## src/rtl/mem_arb_pkg.sv

```systemverilog
// mem_arb_pkg: shared definitions for the memory arbiter and its helpers.
//   - MemOp encodings as seen on the memory port
//   - arbiter FSM states
//   - request owner IDs
package mem_arb_pkg;

    localparam logic [2:0] MemOpB  = 3'b000;  // byte, sign-extended
    localparam logic [2:0] MemOpH  = 3'b001;  // half, sign-extended
    localparam logic [2:0] MemOpW  = 3'b010;  // word
    localparam logic [2:0] MemOpBu = 3'b100;  // byte, zero-extended
    localparam logic [2:0] MemOpHu = 3'b101;  // half, zero-extended

    typedef enum logic [1:0] {
        StIdle,
        StAccess,
        StWait,
        StResp
    } state_e;

    typedef enum logic {
        OWN_IFU = 1'b0,
        OWN_LSU = 1'b1
    } owner_e;

endpackage

```

## src/rtl/mem_arbiter_if.sv

```systemverilog
// mem_arbiter_if: bundles the IFU, LSU and memory-side signals of mem_arbiter.
//   slave  : arbiter view (takes requests and mem_rdata, drives responses and strobes)
//   master : environment view (IFU, LSU and memory model)
interface mem_arbiter_if;
    // IFU request / response
    logic        ifu_req_valid;
    logic        ifu_req_ready;
    logic [31:0] ifu_addr;
    logic        ifu_resp_valid;
    logic        ifu_resp_ready;
    logic [31:0] ifu_rdata;
    logic        ifu_resp_err;
    // LSU request / response
    logic        lsu_req_valid;
    logic        lsu_req_ready;
    logic [31:0] lsu_addr;
    logic        lsu_wen;
    logic [2:0]  lsu_memop;
    logic [31:0] lsu_wdata;
    logic        lsu_resp_valid;
    logic        lsu_resp_ready;
    logic [31:0] lsu_rdata;
    logic        lsu_resp_err;
    // Memory port
    logic [31:0] mem_addr;
    logic        mem_rd;
    logic        mem_wr;
    logic [2:0]  mem_memop;
    logic [31:0] mem_wdata;
    logic [31:0] mem_rdata;

    modport slave (
        input  ifu_req_valid, ifu_addr, ifu_resp_ready,
        input  lsu_req_valid, lsu_addr, lsu_wen, lsu_memop, lsu_wdata, lsu_resp_ready,
        input  mem_rdata,
        output ifu_req_ready, ifu_resp_valid, ifu_rdata, ifu_resp_err,
        output lsu_req_ready, lsu_resp_valid, lsu_rdata, lsu_resp_err,
        output mem_addr, mem_rd, mem_wr, mem_memop, mem_wdata
    );

    modport master (
        output ifu_req_valid, ifu_addr, ifu_resp_ready,
        output lsu_req_valid, lsu_addr, lsu_wen, lsu_memop, lsu_wdata, lsu_resp_ready,
        output mem_rdata,
        input  ifu_req_ready, ifu_resp_valid, ifu_rdata, ifu_resp_err,
        input  lsu_req_ready, lsu_resp_valid, lsu_rdata, lsu_resp_err,
        input  mem_addr, mem_rd, mem_wr, mem_memop, mem_wdata
    );

endinterface

```

## src/rtl/mem_align_chk.sv

```systemverilog
// mem_align_chk: combinational access legality check.
//   addr_lo_i : address bits [1:0]
//   memop_i   : MemOp encoding
//   wen_i     : 1 = store
//   err_o     : access is misaligned or the MemOp is illegal for this direction
module mem_align_chk
    import mem_arb_pkg::*;
(
    input  logic [1:0] addr_lo_i,
    input  logic [2:0] memop_i,
    input  logic       wen_i,
    output logic       err_o
);

    always_comb begin
        err_o = 1'b0;
        case (memop_i)
            MemOpB:  err_o = 1'b0;
            MemOpBu: err_o = wen_i;
            MemOpH:  err_o = (addr_lo_i == 2'b11);
            // Halves may straddle bytes 1..2 but never a word boundary
            MemOpHu: err_o = wen_i || (addr_lo_i == 2'b11);
            MemOpW:  err_o = (addr_lo_i != 2'b00);
            default: err_o = 1'b1;
        endcase
    end

endmodule

```

## src/rtl/mem_arbiter.sv

```systemverilog
// mem_arbiter: shares one memory port between IFU (word reads) and LSU (loads/stores).
//   clk, rst : clock, asynchronous active-high reset
//   bus      : mem_arbiter_if.slave carrying IFU/LSU request and response channels
//              and the memory port (addr, rd/wr strobes, memop, wdata, rdata)
//   LATENCY  : extra wait cycles between the memory access and the response (0..15)
// One transaction in flight; ties are broken round-robin at the IDLE decision.
module mem_arbiter
    import mem_arb_pkg::*;
#(
    parameter int unsigned LATENCY = 2
) (
    input  logic          clk,
    input  logic          rst,
    mem_arbiter_if.slave  bus
);

    localparam int unsigned CntW = (LATENCY == 0) ? 1 : $clog2(LATENCY + 1);

    state_e        state_q, state_d;
    owner_e        owner_q, owner_d;
    owner_e        last_grant_q, last_grant_d;
    logic [31:0]   addr_q, addr_d;
    logic [31:0]   wdata_q, wdata_d;
    logic [31:0]   rdata_q, rdata_d;
    logic [2:0]    memop_q, memop_d;
    logic          wen_q, wen_d;
    logic [CntW-1:0] cnt_q, cnt_d;
    logic          req_err;
    logic          grant_ifu;
    logic          ifu_ready, lsu_ready;

    mem_align_chk u_align_chk (
        .addr_lo_i (addr_q[1:0]),
        .memop_i   (memop_q),
        .wen_i     (wen_q),
        .err_o     (req_err)
    );

    // IFU wins unless the LSU also asks and the IFU was served last
    assign grant_ifu = bus.ifu_req_valid && (!bus.lsu_req_valid || (last_grant_q == OWN_LSU));

    always_comb begin
        state_d      = state_q;
        owner_d      = owner_q;
        last_grant_d = last_grant_q;
        addr_d       = addr_q;
        wdata_d      = wdata_q;
        rdata_d      = rdata_q;
        memop_d      = memop_q;
        wen_d        = wen_q;
        cnt_d        = cnt_q;
        ifu_ready    = 1'b0;
        lsu_ready    = 1'b0;
        bus.mem_rd   = 1'b0;
        bus.mem_wr   = 1'b0;

        unique case (state_q)
            StIdle: begin
                if (grant_ifu) begin
                    ifu_ready    = 1'b1;
                    owner_d      = OWN_IFU;
                    last_grant_d = OWN_IFU;
                    addr_d       = bus.ifu_addr;
                    wen_d        = 1'b0;
                    memop_d      = MemOpW;
                    wdata_d      = '0;
                    state_d      = StAccess;
                end else if (bus.lsu_req_valid) begin
                    lsu_ready    = 1'b1;
                    owner_d      = OWN_LSU;
                    last_grant_d = OWN_LSU;
                    addr_d       = bus.lsu_addr;
                    wen_d        = bus.lsu_wen;
                    memop_d      = bus.lsu_memop;
                    wdata_d      = bus.lsu_wdata;
                    state_d      = StAccess;
                end
            end
            StAccess: begin
                bus.mem_rd = !req_err && !wen_q;
                bus.mem_wr = !req_err && wen_q;
                rdata_d    = (!req_err && !wen_q) ? bus.mem_rdata : '0;
                if (LATENCY == 0) begin
                    state_d = StResp;
                end else begin
                    state_d = StWait;
                    cnt_d   = CntW'(LATENCY);
                end
            end
            StWait: begin
                if (cnt_q == CntW'(1)) begin
                    state_d = StResp;
                end else begin
                    cnt_d = cnt_q - CntW'(1);
                end
            end
            StResp: begin
                if ((owner_q == OWN_IFU) ? bus.ifu_resp_ready : bus.lsu_resp_ready) begin
                    state_d = StIdle;
                end
            end
            default: state_d = StIdle;
        endcase
    end

    // Ready is combinational from inputs, so mask it while reset is held
    assign bus.ifu_req_ready  = ifu_ready && !rst;
    assign bus.lsu_req_ready  = lsu_ready && !rst;

    assign bus.ifu_resp_valid = (state_q == StResp) && (owner_q == OWN_IFU);
    assign bus.lsu_resp_valid = (state_q == StResp) && (owner_q == OWN_LSU);
    assign bus.ifu_resp_err   = bus.ifu_resp_valid && req_err;
    assign bus.lsu_resp_err   = bus.lsu_resp_valid && req_err;
    assign bus.ifu_rdata      = rdata_q;
    assign bus.lsu_rdata      = rdata_q;

    assign bus.mem_addr       = addr_q;
    assign bus.mem_memop      = memop_q;
    assign bus.mem_wdata      = wdata_q;

    always_ff @(posedge clk or posedge rst) begin
        if (rst) begin
            state_q      <= StIdle;
            owner_q      <= OWN_IFU;
            last_grant_q <= OWN_LSU;
            addr_q       <= '0;
            wdata_q      <= '0;
            rdata_q      <= '0;
            memop_q      <= '0;
            wen_q        <= 1'b0;
            cnt_q        <= '0;
        end else begin
            state_q      <= state_d;
            owner_q      <= owner_d;
            last_grant_q <= last_grant_d;
            addr_q       <= addr_d;
            wdata_q      <= wdata_d;
            rdata_q      <= rdata_d;
            memop_q      <= memop_d;
            wen_q        <= wen_d;
            cnt_q        <= cnt_d;
        end
    end

endmodule

```

## src/flat_wrapper.sv

```systemverilog
// flat-port wrapper written by rule: the top's interface ports become plain ports
module mem_arbiter_flat import mem_arb_pkg::*;
#(
    parameter int unsigned LATENCY = 2
)
  (clk, rst, bus_ifu_req_valid, bus_ifu_addr, bus_ifu_resp_ready, bus_lsu_req_valid, bus_lsu_addr, bus_lsu_wen, bus_lsu_memop, bus_lsu_wdata, bus_lsu_resp_ready, bus_mem_rdata, bus_ifu_req_ready, bus_ifu_resp_valid, bus_ifu_rdata, bus_ifu_resp_err, bus_lsu_req_ready, bus_lsu_resp_valid, bus_lsu_rdata, bus_lsu_resp_err, bus_mem_addr, bus_mem_rd, bus_mem_wr, bus_mem_memop, bus_mem_wdata);
  mem_arbiter_if bus_i ();
  input  logic clk;
  input  logic rst;
  input wire logic [$bits(bus_i.ifu_req_valid)-1:0] bus_ifu_req_valid;
  input wire logic [$bits(bus_i.ifu_addr)-1:0] bus_ifu_addr;
  input wire logic [$bits(bus_i.ifu_resp_ready)-1:0] bus_ifu_resp_ready;
  input wire logic [$bits(bus_i.lsu_req_valid)-1:0] bus_lsu_req_valid;
  input wire logic [$bits(bus_i.lsu_addr)-1:0] bus_lsu_addr;
  input wire logic [$bits(bus_i.lsu_wen)-1:0] bus_lsu_wen;
  input wire logic [$bits(bus_i.lsu_memop)-1:0] bus_lsu_memop;
  input wire logic [$bits(bus_i.lsu_wdata)-1:0] bus_lsu_wdata;
  input wire logic [$bits(bus_i.lsu_resp_ready)-1:0] bus_lsu_resp_ready;
  input wire logic [$bits(bus_i.mem_rdata)-1:0] bus_mem_rdata;
  output wire logic [$bits(bus_i.ifu_req_ready)-1:0] bus_ifu_req_ready;
  output wire logic [$bits(bus_i.ifu_resp_valid)-1:0] bus_ifu_resp_valid;
  output wire logic [$bits(bus_i.ifu_rdata)-1:0] bus_ifu_rdata;
  output wire logic [$bits(bus_i.ifu_resp_err)-1:0] bus_ifu_resp_err;
  output wire logic [$bits(bus_i.lsu_req_ready)-1:0] bus_lsu_req_ready;
  output wire logic [$bits(bus_i.lsu_resp_valid)-1:0] bus_lsu_resp_valid;
  output wire logic [$bits(bus_i.lsu_rdata)-1:0] bus_lsu_rdata;
  output wire logic [$bits(bus_i.lsu_resp_err)-1:0] bus_lsu_resp_err;
  output wire logic [$bits(bus_i.mem_addr)-1:0] bus_mem_addr;
  output wire logic [$bits(bus_i.mem_rd)-1:0] bus_mem_rd;
  output wire logic [$bits(bus_i.mem_wr)-1:0] bus_mem_wr;
  output wire logic [$bits(bus_i.mem_memop)-1:0] bus_mem_memop;
  output wire logic [$bits(bus_i.mem_wdata)-1:0] bus_mem_wdata;
  assign bus_i.ifu_req_valid = bus_ifu_req_valid;
  assign bus_i.ifu_addr = bus_ifu_addr;
  assign bus_i.ifu_resp_ready = bus_ifu_resp_ready;
  assign bus_i.lsu_req_valid = bus_lsu_req_valid;
  assign bus_i.lsu_addr = bus_lsu_addr;
  assign bus_i.lsu_wen = bus_lsu_wen;
  assign bus_i.lsu_memop = bus_lsu_memop;
  assign bus_i.lsu_wdata = bus_lsu_wdata;
  assign bus_i.lsu_resp_ready = bus_lsu_resp_ready;
  assign bus_i.mem_rdata = bus_mem_rdata;
  assign bus_ifu_req_ready = bus_i.ifu_req_ready;
  assign bus_ifu_resp_valid = bus_i.ifu_resp_valid;
  assign bus_ifu_rdata = bus_i.ifu_rdata;
  assign bus_ifu_resp_err = bus_i.ifu_resp_err;
  assign bus_lsu_req_ready = bus_i.lsu_req_ready;
  assign bus_lsu_resp_valid = bus_i.lsu_resp_valid;
  assign bus_lsu_rdata = bus_i.lsu_rdata;
  assign bus_lsu_resp_err = bus_i.lsu_resp_err;
  assign bus_mem_addr = bus_i.mem_addr;
  assign bus_mem_rd = bus_i.mem_rd;
  assign bus_mem_wr = bus_i.mem_wr;
  assign bus_mem_memop = bus_i.mem_memop;
  assign bus_mem_wdata = bus_i.mem_wdata;
  mem_arbiter #(.LATENCY(LATENCY)) u_core (.clk(clk), .rst(rst), .bus(bus_i));
endmodule
```

## config.mk

```make
export PLATFORM = sky130hd
export DESIGN_NAME = mem_arbiter_flat
export DESIGN_NICKNAME = d
export VERILOG_FILES = /design/src/rtl/mem_arb_pkg.sv /design/src/rtl/mem_arbiter_if.sv /design/src/rtl/mem_align_chk.sv /design/src/rtl/mem_arbiter.sv /design/src/flat_wrapper.sv
export SDC_FILE = /design/constraint.sdc
export NUM_CORES = 1
export LEC_CHECK = 0
export ABC_AREA = 1
export CAP_MARGIN = 25
export CORE_ASPECT_RATIO = 0.6
export CORE_MARGIN = 5
export CORE_UTILIZATION = 39
export DETAILED_ROUTE_END_ITERATION = 6
export PLACE_DENSITY = 0.81
export SYNTH_ARGS = -nofsm -noshare
export SYNTH_HDL_FRONTEND = slang
export SYNTH_SLANG_ARGS = --single-unit
```

## constraint.sdc

```tcl
create_clock -name clk -period 4.2 [get_ports clk]
set_input_delay 0.42 -clock clk [delete_from_list [all_inputs] [get_ports clk]]
set_output_delay 0.42 -clock clk [all_outputs]
set_load 0.005 [all_outputs]
```

## Word level (Yosys, flattened, before mapping)

Cells that the tools add are included.

| storage, ports and cells | value |
|---|---|
| flip-flop bits (word level) | 106 |
| input port bits | 138 |
| output and inout port bits | 139 |
| logic and storage cells | 74 |

| operators by class | value |
|---|---|
| add/sub/neg operators | 1 |
| equality and inequality tests | 13 |
| mux-type cells | 27 |
| bitwise operators | 1 |
| reductions and logical operators | 23 |

Operators with widths:

| kind | number |
|---|---|
| $mux W32 | 5 |
| $mux W1 | 12 |
| $mux W2 | 5 |
| $logic_and A1 B1 Y1 | 9 |
| $pmux W2 S4 | 1 |
| $eq A2 B2 Y1 const B | 3 |
| $eq A3 B3 Y1 const B | 2 |
| $mux W3 | 2 |
| $reduce_bool A2 Y1 | 3 |
| $pmux W1 S5 | 1 |
| $eq A2 B1 Y1 const B | 2 |
| $logic_not A1 Y1 | 4 |
| $ne A2 B1 Y1 const B | 2 |
| $pmux W2 S2 | 1 |
| $reduce_and A2 Y1 | 2 |
| $eq A3 B1 Y1 const B | 1 |
| $eq A3 B2 Y1 const B | 1 |
| $logic_not A3 Y1 | 1 |
| $ne A3 B2 Y1 const B | 1 |
| $reduce_and A3 Y1 | 1 |
| $logic_not A2 Y1 | 1 |
| $logic_or A1 B1 Y1 | 2 |
| $ne A2 B2 Y1 const B | 1 |
| $sub A2 B1 Y2 const B | 1 |
| $not A1 Y1 | 1 |

## Longest topological paths before layout

Gate-level depths: netlist (run 1).

| logic depth | value |
|---|---|
| word-level depth | 6 |
| depth in mapped cells | 9 |
| depth with buffers taken out | 8 |

## Cells and area by module

Synthesis (run 1) repeated with hierarchy kept, for this count alone.

| unflattened totals | value |
|---|---|
| cell total of the unflattened synthesis | 632 |
| area, all modules | 5,026.1 µm² |

Modules (own cells, without submodules):

| module | times used | cells an instance | area an instance (µm²) | sequential area each (µm²) |
|---|---|---|---|---|
| mem_arbiter | 1 | 621 | 4,984.8 | 2,653.8 |
| mem_align_chk | 1 | 11 | 41.3 | 0.0 |

## Least setup slack after synthesis (run 1)

No wires, ideal clock.

| timing path | value |
|---|---|
| kind | register to output |
| start point | register u_core.state_q[0] |
| end point | output port bus_lsu_req_ready |
| arrival time | 1.204 ns |
| data required time | 3.780 ns |
| slack | 2.576 ns |
| cell stages (with the launch flop) | 8 |
| path buffers | 1 |
| cell sequence | dfrtp_1 -> inv_1 -> ha_1 -> inv_1 -> a21oi_2 -> buf_4 -> nand2_1 -> nor2_1 |

| on the way | value |
|---|---|
| cells in the longest elaborated chain, start to end | 3 |

Ends and longest elaborated chain:

| item | line | RTL |
|---|---|---|
| start, declared | mem_arbiter.sv:19 | `state_e state_q, state_d;` |
| start signal, assigned | mem_arbiter.sv:123 | `state_q <= StIdle;` |
| start signal, assigned | mem_arbiter.sv:133 | `state_q <= state_d;` |
| $logic_not A2 Y1 | mem_arbiter.sv:57 | `unique case (state_q)` |
| $mux W1 | mem_arbiter.sv:57 |  |
| $logic_and A1 B1 Y1 | mem_arbiter.sv:108 | `assign bus.lsu_req_ready = lsu_ready && !rst;` |
| end, declared | flat_wrapper.sv:24 | `output wire logic [$bits(bus_i.lsu_req_ready)-1:0] bus_lsu_req_ready;` |

Every way passes these cells.

## Worst setup path in the final report (run 1)

| timing path | value |
|---|---|
| start point | input port bus_lsu_req_valid |
| end point | output port bus_lsu_req_ready |

| on the way | value |
|---|---|
| cells in the longest elaborated chain, start to end | 6 |
| elaborated cells between the ends (all ways) | 7 |
| classes of those cells | mux (3); reduce/logical (4) |

Ends and longest elaborated chain:

| item | line | RTL |
|---|---|---|
| start, declared | flat_wrapper.sv:13 | `input wire logic [$bits(bus_i.lsu_req_valid)-1:0] bus_lsu_req_valid;` |
| $logic_not A1 Y1 | mem_arbiter.sv:40 | `assign grant_ifu = bus.ifu_req_valid && (!bus.lsu_req_valid \|\| (last_grant_q == OWN_LSU));` |
| $logic_or A1 B1 Y1 | mem_arbiter.sv:40 |  |
| $logic_and A1 B1 Y1 | mem_arbiter.sv:40 |  |
| $mux W1 (*) | mem_arbiter.sv:59 | `if (grant_ifu) begin` |
| $mux W1 (*) | mem_arbiter.sv:57 |  |
| $logic_and A1 B1 Y1 (*) | mem_arbiter.sv:108 |  |

Every way passes the cells marked *; elsewhere a longest branch is shown, timed or not.

==> flow_summary.toml, run 1 <==
[synthesis]
avgSynthCellArea_um2 = 7.92
syn-cell-area_mm2 = 0.00506
yosys_warnings = 0
syn-num-nets = 783
synth_cell_types = 20
ys_seq_area_share_pct = 52.4
netlist_instances = 639
ys_seq_elements = 106

[sta]
setup_ws_ns = 0.964
setup-tns-final_ns = 0
finalCritPeriodShare_pct = 77.1
slew_headroom_pct = 34.0
period_minus_slack_ns = 3.24
max_freq_ghz = 0.309
rsz0062_at_grt = "false"
slew_violations = 0
hold_violations = 0
hold_slack_ns = 0.479
tightestPinTransition_ns = 0.988
setup_viol = 0
fin_skew_ns = 0.00805

[floorplanning]
rows = 32
core_mm2 = 0.0128
io_pins = 277
dieArea_mm2 = 0.0154
die_h_um = 98.2
die_w_um = 157
initial_core_util_pct = 39.6

[global_routing]
antenna_found_initial = 0
grt_pass1_vias = 4743
grt_max_degree = 67
grt_pass1_wl_mm = 25.2
grt_usage_pct = 20.5
grt_overflow = 0

[route]
first_pass_iters = 4
viasPerCell = 4.69
drc = 0
drtAntennaViolNets = 0
vias = 4879
routed_wl_mm = 16.0
avgRoutedWirePerCell_um = 15.4
drt_iter0_markers = 208

[setup_path]
startpoint_type = "input pin"
end_kind = "primary output"
cp_max_fo = 34
cp.arrival_ns = 2.82
required_ns = 3.78
worst-setup-path-type = "in -> out"
r2r_start = "u_core.last_grant_q$_DFFE_PP1P_"
cp-startpoint = "bus_lsu_req_valid"

[cts]
post_cts_resized = 0
ctsHoldBuffers = 0
htreeDepth = 3
cts_made_buffers = 9
clock_latency_ns = 0.34
tritoncts = "yes"
clk_pin_slew_ns = 0.07
root_buffer = "clkbuf_16"
clk_path_buf_depth = 2
post-cts-setup-buffers = 0
clock_sinks = 106

[placed_design]
post-place-cells = 1026
dp_hpwl_mm = 12.1
postPlaceCellArea_mm2 = 0.00768
port_buffers = 276
gp_congestion = 0.853
dp_slack_ns = 1.01

[outcome]
status = "finished clean"

[pwr]
combPwrFrac_pct = 47.9
p_per_area_mw_per_mm2 = 601
intPower_w = 0.00306
p_leak_nw = 3.92
p_clk_share_pct = 17.5
switchingPower_w = 0.00173
irDropWorstVdd_v = 0.000288
p_seq_share_pct = 34.6
swShare_pct = 36.2

[job]
maxCapViolCount = 0

[cells_and_area]
drive_above_1_share_pct = 3.79
design_area_mm2 = 0.00797
diodes = 0
final_nets = 1011
area_delta_synth_final_pct = 57.5
instances_no_fill = 1040

[min_path]
hold_path.class = "reg -> reg"
hp-start = "u_core.bus.mem_addr[14]$_DFFE_PP0P_"
## registers in the layout (all words and copies together), names as in the netlist
signal / flops
u_core.wen_q: 1
u_core.bus.mem_wdata: 32
u_core.last_grant_q: 1
u_core.bus.mem_memop: 3
u_core.cnt_q: 2
u_core.state_q: 2
u_core.owner_q: 1
u_core.bus.ifu_rdata: 32
u_core.bus.mem_addr: 32
## power groups by stage
| stage | registers, W | clock network (W) | logic, W |
|---|---|---|---|
| after floorplan | 0.00166 | 0 | 0.00114 |
| after global placement | 0.00166 | 0 | 0.00228 |
| after detailed placement | 0.00167 | 0 | 0.00233 |
| after CTS | 0.00166 | 0.000857 | 0.00233 |
| after global routing | 0.00171 | 0.000895 | 0.00255 |
| final | 0.00166 | 0.000838 | 0.00230 |
## cells by family (layout without fill, tap and decap cells)
| group | Yosys count | after routing | synth area share, % |
|---|---|---|---|
| AO/OA/AOI/OAI | 8 | 8 | 1.09 |
| adder cells (fa/ha/maj) | 6 | 6 | 1.48 |
| flip-flops | 106 | 106 | 52.4 |
| AND/OR/NAND/NOR | 433 | 433 | 34.8 |
| buffers and inverters | 86 | 317 | 10.2 |
## layout make-up
cell class                      instances  area, um2
Sequential cell                       106       2650
Inverter                               18       70.1
Clock inverter                          5       63.8
Timing Repair Buffer                  285       2840
Tap cell                              170        213
Multi-Input combinational cell        447       1900
Fill cell                            1072       4800
Clock buffer                            9        225
## final timing paths
check	end	slack [ns]	cells past startpoint
max	bus_lsu_req_ready	0.96	6
min	u_core.bus.mem_addr[14]$_DFFE_PP0P_	0.48	2
max reg2reg	u_core.bus.mem_addr[1]$_DFFE_PP0P_	1.84	8
min reg2reg	u_core.bus.mem_addr[14]$_DFFE_PP0P_	0.48	2
max in group asynchronous	u_core.bus.ifu_rdata[17]$_DFFE_PP0P_	2.73	3
min in group asynchronous	u_core.bus.mem_addr[9]$_DFFE_PP0P_	0.67	2
## worst max-delay path, cell delays in order
cell and delay [ns]:
clkdlybuf4s50_1 0.51, nand2_2 0.40, nand2_1 0.63, nand2_1 0.21, nor2_1 0.13, clkdlybuf4s50_1 0.51
## layout by cell type (no fill, tap or decap)
cell,instances
nand2_1,349
clkdlybuf4s50_1,276
dfrtp_1,105
nand3_1,35
nand4_1,34
inv_1,14
nor2_1,10
clkbuf_16,9
buf_4,8
ha_1,6
o21ai_0,5
inv_2,3
inv_6,3
a21oi_4,2
nor3_1,2
nor2_2,1
nand2_2,1
a21oi_1,1
or2_2,1
inv_4,1
clkinvlp_4,1
bufinv_16,1
buf_12,1
dfstp_2,1
## cells in the mapped netlist
cell type	count	area, um2
nand2_1	349	1310
dfrtp_1	105	2630
buf_4	37	278
nand3_1	35	175
nand4_1	34	213
inv_1	15	56.3
clkbuf_1	14	52.6
buf_2	12	60.1
nor2_1	11	41.3
ha_1	6	75.1
buf_6	5	56.3
o21ai_0	5	25.0
inv_2	3	11.3
nor3_1	2	10.0
a21oi_1	1	5.00
a21oi_2	1	8.76
a21oi_4	1	16.3
dfstp_2	1	26.3
nand2_2	1	6.26
or2_2	1	6.26
## per-stage QoR
step                total power [W]  util, %
floorplan                   0.00280        -
global placement            0.00394     60.0
detailed placement          0.00399     60.1
CTS                         0.00485     62.4
global route                0.00516     62.4
finish                      0.00479     62.4
## per-layer routing
layer / up-vias / routed length [um] / track usage [%]
met4: 0 / 230 / 4.49
met5: - / 0 / 0
li1: 2422 / - / -
met2: 184 / 7300 / 32.8
met1: 2253 / 6830 / 26.3
met3: 20 / 1670 / 8.33
No activity file was read; power rests on OpenSTA's default activity.
==> run 2: changes to the inputs <==
CORE_UTILIZATION = 35   (was 39)
PLACE_DENSITY = 0.76   (was 0.81)
clock period = 2.7 ns   (was 4.2 ns; I/O delays follow)
==> flow_summary.toml, run 2 (synthesized netlist as in run 1, its figures left out) <==
[outcome]
status = "finished clean"

[setup_path]
worst-setup-path-type = "reg -> out"
cp.arrival_ns = 2.12
crit_path_top_delay_cell = "clkdlybuf4s50_1"
cp_top_family = "buffers and inverters"
worst_path_largest_cell_delay_ns = 0.50
required_ns = 2.43
startpoint_type = "flip-flop"
critical_path.cell_chain = "inv_1 > ha_1 > inv_1 > a21oi_4 > nand2_1 > nor2_1 > clkdlybuf4s50_1"
crit_buf_inv = 3
cp_max_fo = 4
end_kind = "primary output"
crit_top_cell = "inv_1"

[route]
drt_iter0_markers = 316
met2WireLength_mm = 7.54
top_layer = "met4"
first_pass_iters = 4
drtAntennaViolNets = 0
routed_wl_mm = 16.6
vias = 4945
m1WireLength_mm = 7.12
wl_met3_mm = 1.80
viasPerCell = 4.60
drc = 0
avgRoutedWirePerCell_um = 15.5

[sta]
max_freq_ghz = 0.418
slew_headroom_pct = 53.4
hold_slack_ns = 0.442
setup_ws_ns = 0.306
setup-tns-final_ns = 0
fin_skew_ns = 0.0120
rsz0062_at_grt = "false"
period_minus_slack_ns = 2.39
setup_viol = 0
finalCritPeriodShare_pct = 88.7
slew_violations = 0
hold_violations = 0
tightestPinTransition_ns = 0.698

[placed_design]
gp_congestion = 0.817
dp_hpwl_mm = 12.7
dp_slack_ns = 0.559
port_buffers = 276
post-place-cells = 1058

[cells_and_area]
fin_util_pct = 56.4
layout_common_cells = "349 x nand2_1, 276 x clkdlybuf4s50_1, 105 x dfrtp_1"
nFillCells = 1307
area_delta_synth_final_pct = 59.7
drive_above_1_share_pct = 4.34
final_nets = 1015
final_common_cell = "nand2_1"
instances_no_fill = 1074
diodes = 0

[cts]
ctsHoldBuffers = 0
clock_sinks = 106
clock_latency_ns = 0.34
htreeDepth = 3
cts_made_buffers = 9
clk_path_buf_depth = 2
clk_pin_slew_ns = 0.08
post-cts-setup-buffers = 0
post_cts_resized = 0
tritoncts = "yes"
root_buffer = "clkbuf_16"

[global_routing]
grt_pass1_vias = 4788
grt_usage_pct = 19.2
antenna_found_initial = 0
grt_pass1_wl_mm = 25.7
grt_overflow = 0
grt_max_degree = 67

[floorplanning]
core_mm2 = 0.0143
initial_core_util_pct = 35.3
dieArea_mm2 = 0.0170
die_w_um = 165
die_h_um = 103
rows = 34
io_pins = 277

[min_path]
hold_path.class = "in -> async"

[pwr]
p_leak_nw = 3.96
p_per_area_mw_per_mm2 = 942
irDropWorstVdd_v = 0.000409

[job]
maxCapViolCount = 0
run 2: final timing paths:
path,start,to,slack (ns),depth (start not counted)
min in group clk,bus_lsu_wdata[30],u_core.bus.mem_wdata[30]$_DFFE_PP0P_,0.46,3
worst min register to register,u_core.bus.mem_addr[19]$_DFFE_PP0P_,u_core.bus.mem_addr[19]$_DFFE_PP0P_,0.48,2
worst max-delay path,u_core.state_q[0]$_DFFE_PP0P_,bus_lsu_req_ready,0.31,7
worst max register to register,u_core.state_q[0]$_DFFE_PP0P_,u_core.bus.mem_wdata[17]$_DFFE_PP0P_,0.55,9
max in group asynchronous,rst,u_core.last_grant_q$_DFFE_PP1P_,1.60,3
worst min-delay path,rst,u_core.bus.mem_addr[13]$_DFFE_PP0P_,0.44,2
run 2: power by group:
| part | total (W) | switching [W] | internal (W) |
|---|---|---|---|
| combinational | 0.00362 | 0.00176 | 0.00186 |
| clock | 0.00142 | 0.000600 | 0.000824 |
| sequential | 0.00257 | 0.000389 | 0.00218 |
| total | 0.00762 | 0.00275 | 0.00487 |
run 2: metrics by stage:
step | cell area [um2] | total power [W]
3_3_place_gp | 7760 | 0.00618
6_report | 8080 | 0.00762
2_1_floorplan | 5060 | 0.00436
3_5_place_dp | 7760 | 0.00625
5_1_grt | 8080 | 0.00819
4_1_cts | 8080 | 0.00771
run 2: layout make-up:
cell class                      count  area [um2]  share of cell area (%)
Sequential cell                   106        2650                    32.8
Multi-Input combinational cell    447        1900                    23.5
Tap cell                          198         248                    3.07
Clock inverter                      6        93.8                    1.16
Clock buffer                       10         229                    2.83
Timing Repair Buffer              289        2890                    35.7
Inverter                           18        71.3                   0.882
run 2: worst reg2reg max path: cells and delay by family, from the launching register on:
kind            cells  cell delay [ns]
fa+ha+maj           1             0.25
flops               1             0.41
buf+inv             5             1.14
simple gates        2             0.26
compound gates      1             0.04
run 2: routing by layer:
metal  track usage [%]  vias to the layer above
met3              7.63                       13
met4              3.51                        0
met2              30.3                      185
met1              25.4                     2307
li1                  -                     2440
met5                 0                        -
==> run 3: changes to the inputs <==
GPL_TIMING_DRIVEN = 0   (was unset)
==> flow_summary.toml, run 3 (synthesized netlist as in run 1, its figures left out) <==
[outcome]
status = "finished clean"

[global_routing]
grt_pass1_wl_mm = 25.8
grt_max_degree = 36
grt_pass1_vias = 4830
grtUsageMet1_pct = 25.3
grt_overflow = 0
use_met2_pct = 30.5
grt_use_met3_pct = 9.15
antenna_found_initial = 0
top_usage_layer = "met2"
grt_usage_pct = 19.4

[setup_path]
cp_max_fo = 10
r2r_start = "u_core.state_q[1]$_DFFE_PP0P_"
rr_endpoint = "u_core.bus.ifu_rdata[6]$_DFFE_PP0P_"
startpoint_type = "flip-flop"
worst-setup-path-type = "reg -> out"
rrSetupSlack_ns = 0.98
required_ns = 2.43
end_kind = "primary output"
r2r_cells = 7
cp.arrival_ns = 2.27

[cells_and_area]
final_common_cell = "nand2_1"
area_delta_synth_final_pct = 66.9
final_nets = 1072
layout_common_cells = "349 x nand2_1, 275 x clkdlybuf4s50_1, 105 x dfrtp_1"
diodes = 0
seq_area_mm2 = 0.00265
nFillCells = 1328
drive_above_1_share_pct = 8.79
multi_input_area_mm2 = 0.00190
fin_util_pct = 58.9

[sta]
setup_ws_ns = 0.157
slew_headroom_pct = 67.9
setup_viol = 0
hold_violations = 0
rsz0062_at_grt = "false"
max_freq_ghz = 0.393
tightestPinTransition_ns = 0.482
slew_violations = 0
setup-tns-final_ns = 0
period_minus_slack_ns = 2.54
finalCritPeriodShare_pct = 94.2
fin_skew_ns = 0.00885

[floorplanning]
dieArea_mm2 = 0.0170
io_pins = 277
initial_core_util_pct = 35.3
rows = 34
die_w_um = 165
die_h_um = 103
core_mm2 = 0.0143

[cts]
cts_made_buffers = 9
htreeDepth = 3
clock_sinks = 106
clock_latency_ns = 0.34
clk_path_buf_depth = 2
root_buffer = "clkbuf_16"
ctsHoldBuffers = 0
tritoncts = "yes"
clk_pin_slew_ns = 0.08

[placed_design]
port_buffers = 275
gp_congestion = 0.832
dp_slack_ns = 0.371
dp_hpwl_mm = 13.9

[min_path]
hold_path.class = "in -> async"

[pwr]
p_leak_nw = 4.20
p_total_w = 0.00788
irDropWorstVdd_v = 0.000438
p_per_area_mw_per_mm2 = 933

[route]
avgRoutedWirePerCell_um = 15.1
drt_iter0_markers = 269
first_pass_iters = 4
drc = 0
vias = 5067
routed_wl_mm = 17.1
viasPerCell = 4.48
drtAntennaViolNets = 0

[job]
maxCapViolCount = 0
## run 3: changes by cell type in the layout (fill, tap and decap cells not counted), moves of 2 or more
| cell | delta |
|---|---|
| buf_6 | +6 |
| buf_2 | +12 |
| clkbuf_1 | +13 |
| inv_6 | -2 |
| inv_8 | +2 |
| buf_4 | +25 |
| clkinv_4 | +2 |
## run 3: stage by stage
step	area (um2)	hold WS [ns]	std cells
finish	8440	0.339	1131
CTS	8430	0.331	1131
global route	8440	0.351	1131
detailed placement	8120	0.464	1115
floorplan	5060	0.380	639
global placement	8060	0.461	1112
## run 3: what timing repair did
action	4_1_cts	5_1_grt
gates resized for setup	0	2
setup endpoints to repair	0	1
endpoints found under the hold margin	0	0
buffers inserted	0	0
## run 3: layer usage
| metal | wire length [um] | share of wire [%] | up-vias |
|---|---|---|---|
| li1 | - | - | 2551 |
| met1 | 7200 | 42 | 2326 |
| met2 | 7650 | 45 | 182 |
| met3 | 2140 | 13 | 8 |
| met4 | 89 | 0.52 | 0 |
| met5 | 0 | 0 | - |
## run 3: worst max-delay path by stage
stage                                                 endpoint  slack [ns]                     startpoint  cells after the start
after global routing                         bus_lsu_req_ready       0.009  u_core.state_q[0]$_DFFE_PP0P_                      8
after global placement    u_core.bus.ifu_rdata[20]$_DFFE_PP0P_       0.005                            rst                      2
after detailed placement                     bus_lsu_req_ready        0.37              bus_lsu_req_valid                      7
after floorplan            u_core.bus.ifu_rdata[0]$_DFFE_PP0P_        1.16                            rst                      1
final                                        bus_lsu_req_ready        0.16  u_core.state_q[0]$_DFFE_PP0P_                      8
after CTS                                    bus_lsu_req_ready        0.06  u_core.state_q[0]$_DFFE_PP0P_                      8
## run 3: power by group
group          switching [W]  internal (W)
combinational        0.00184       0.00211
sequential          0.000383       0.00218
clock               0.000619      0.000738
total                0.00284       0.00504
## run 3: layout make-up
type	instances	area share (%)
sequential	106	31.4
timing repair buffer	278	33.3
clock buffer	9	2.67
tap	198	2.93
buffer	68	5.33
inverter	18	0.845
clock inverter	7	0.993
multi-input combinational	447	22.5
## run 3: worst max-delay path, stage by stage (launching register included)
cell             delay, ns
dfrtp_1               0.42
inv_1                 0.12
ha_1                  0.21
inv_1                 0.10
a21oi_4               0.16
buf_6                 0.16
nand2_1               0.12
nor2_1                0.13
clkdlybuf4s50_1       0.52
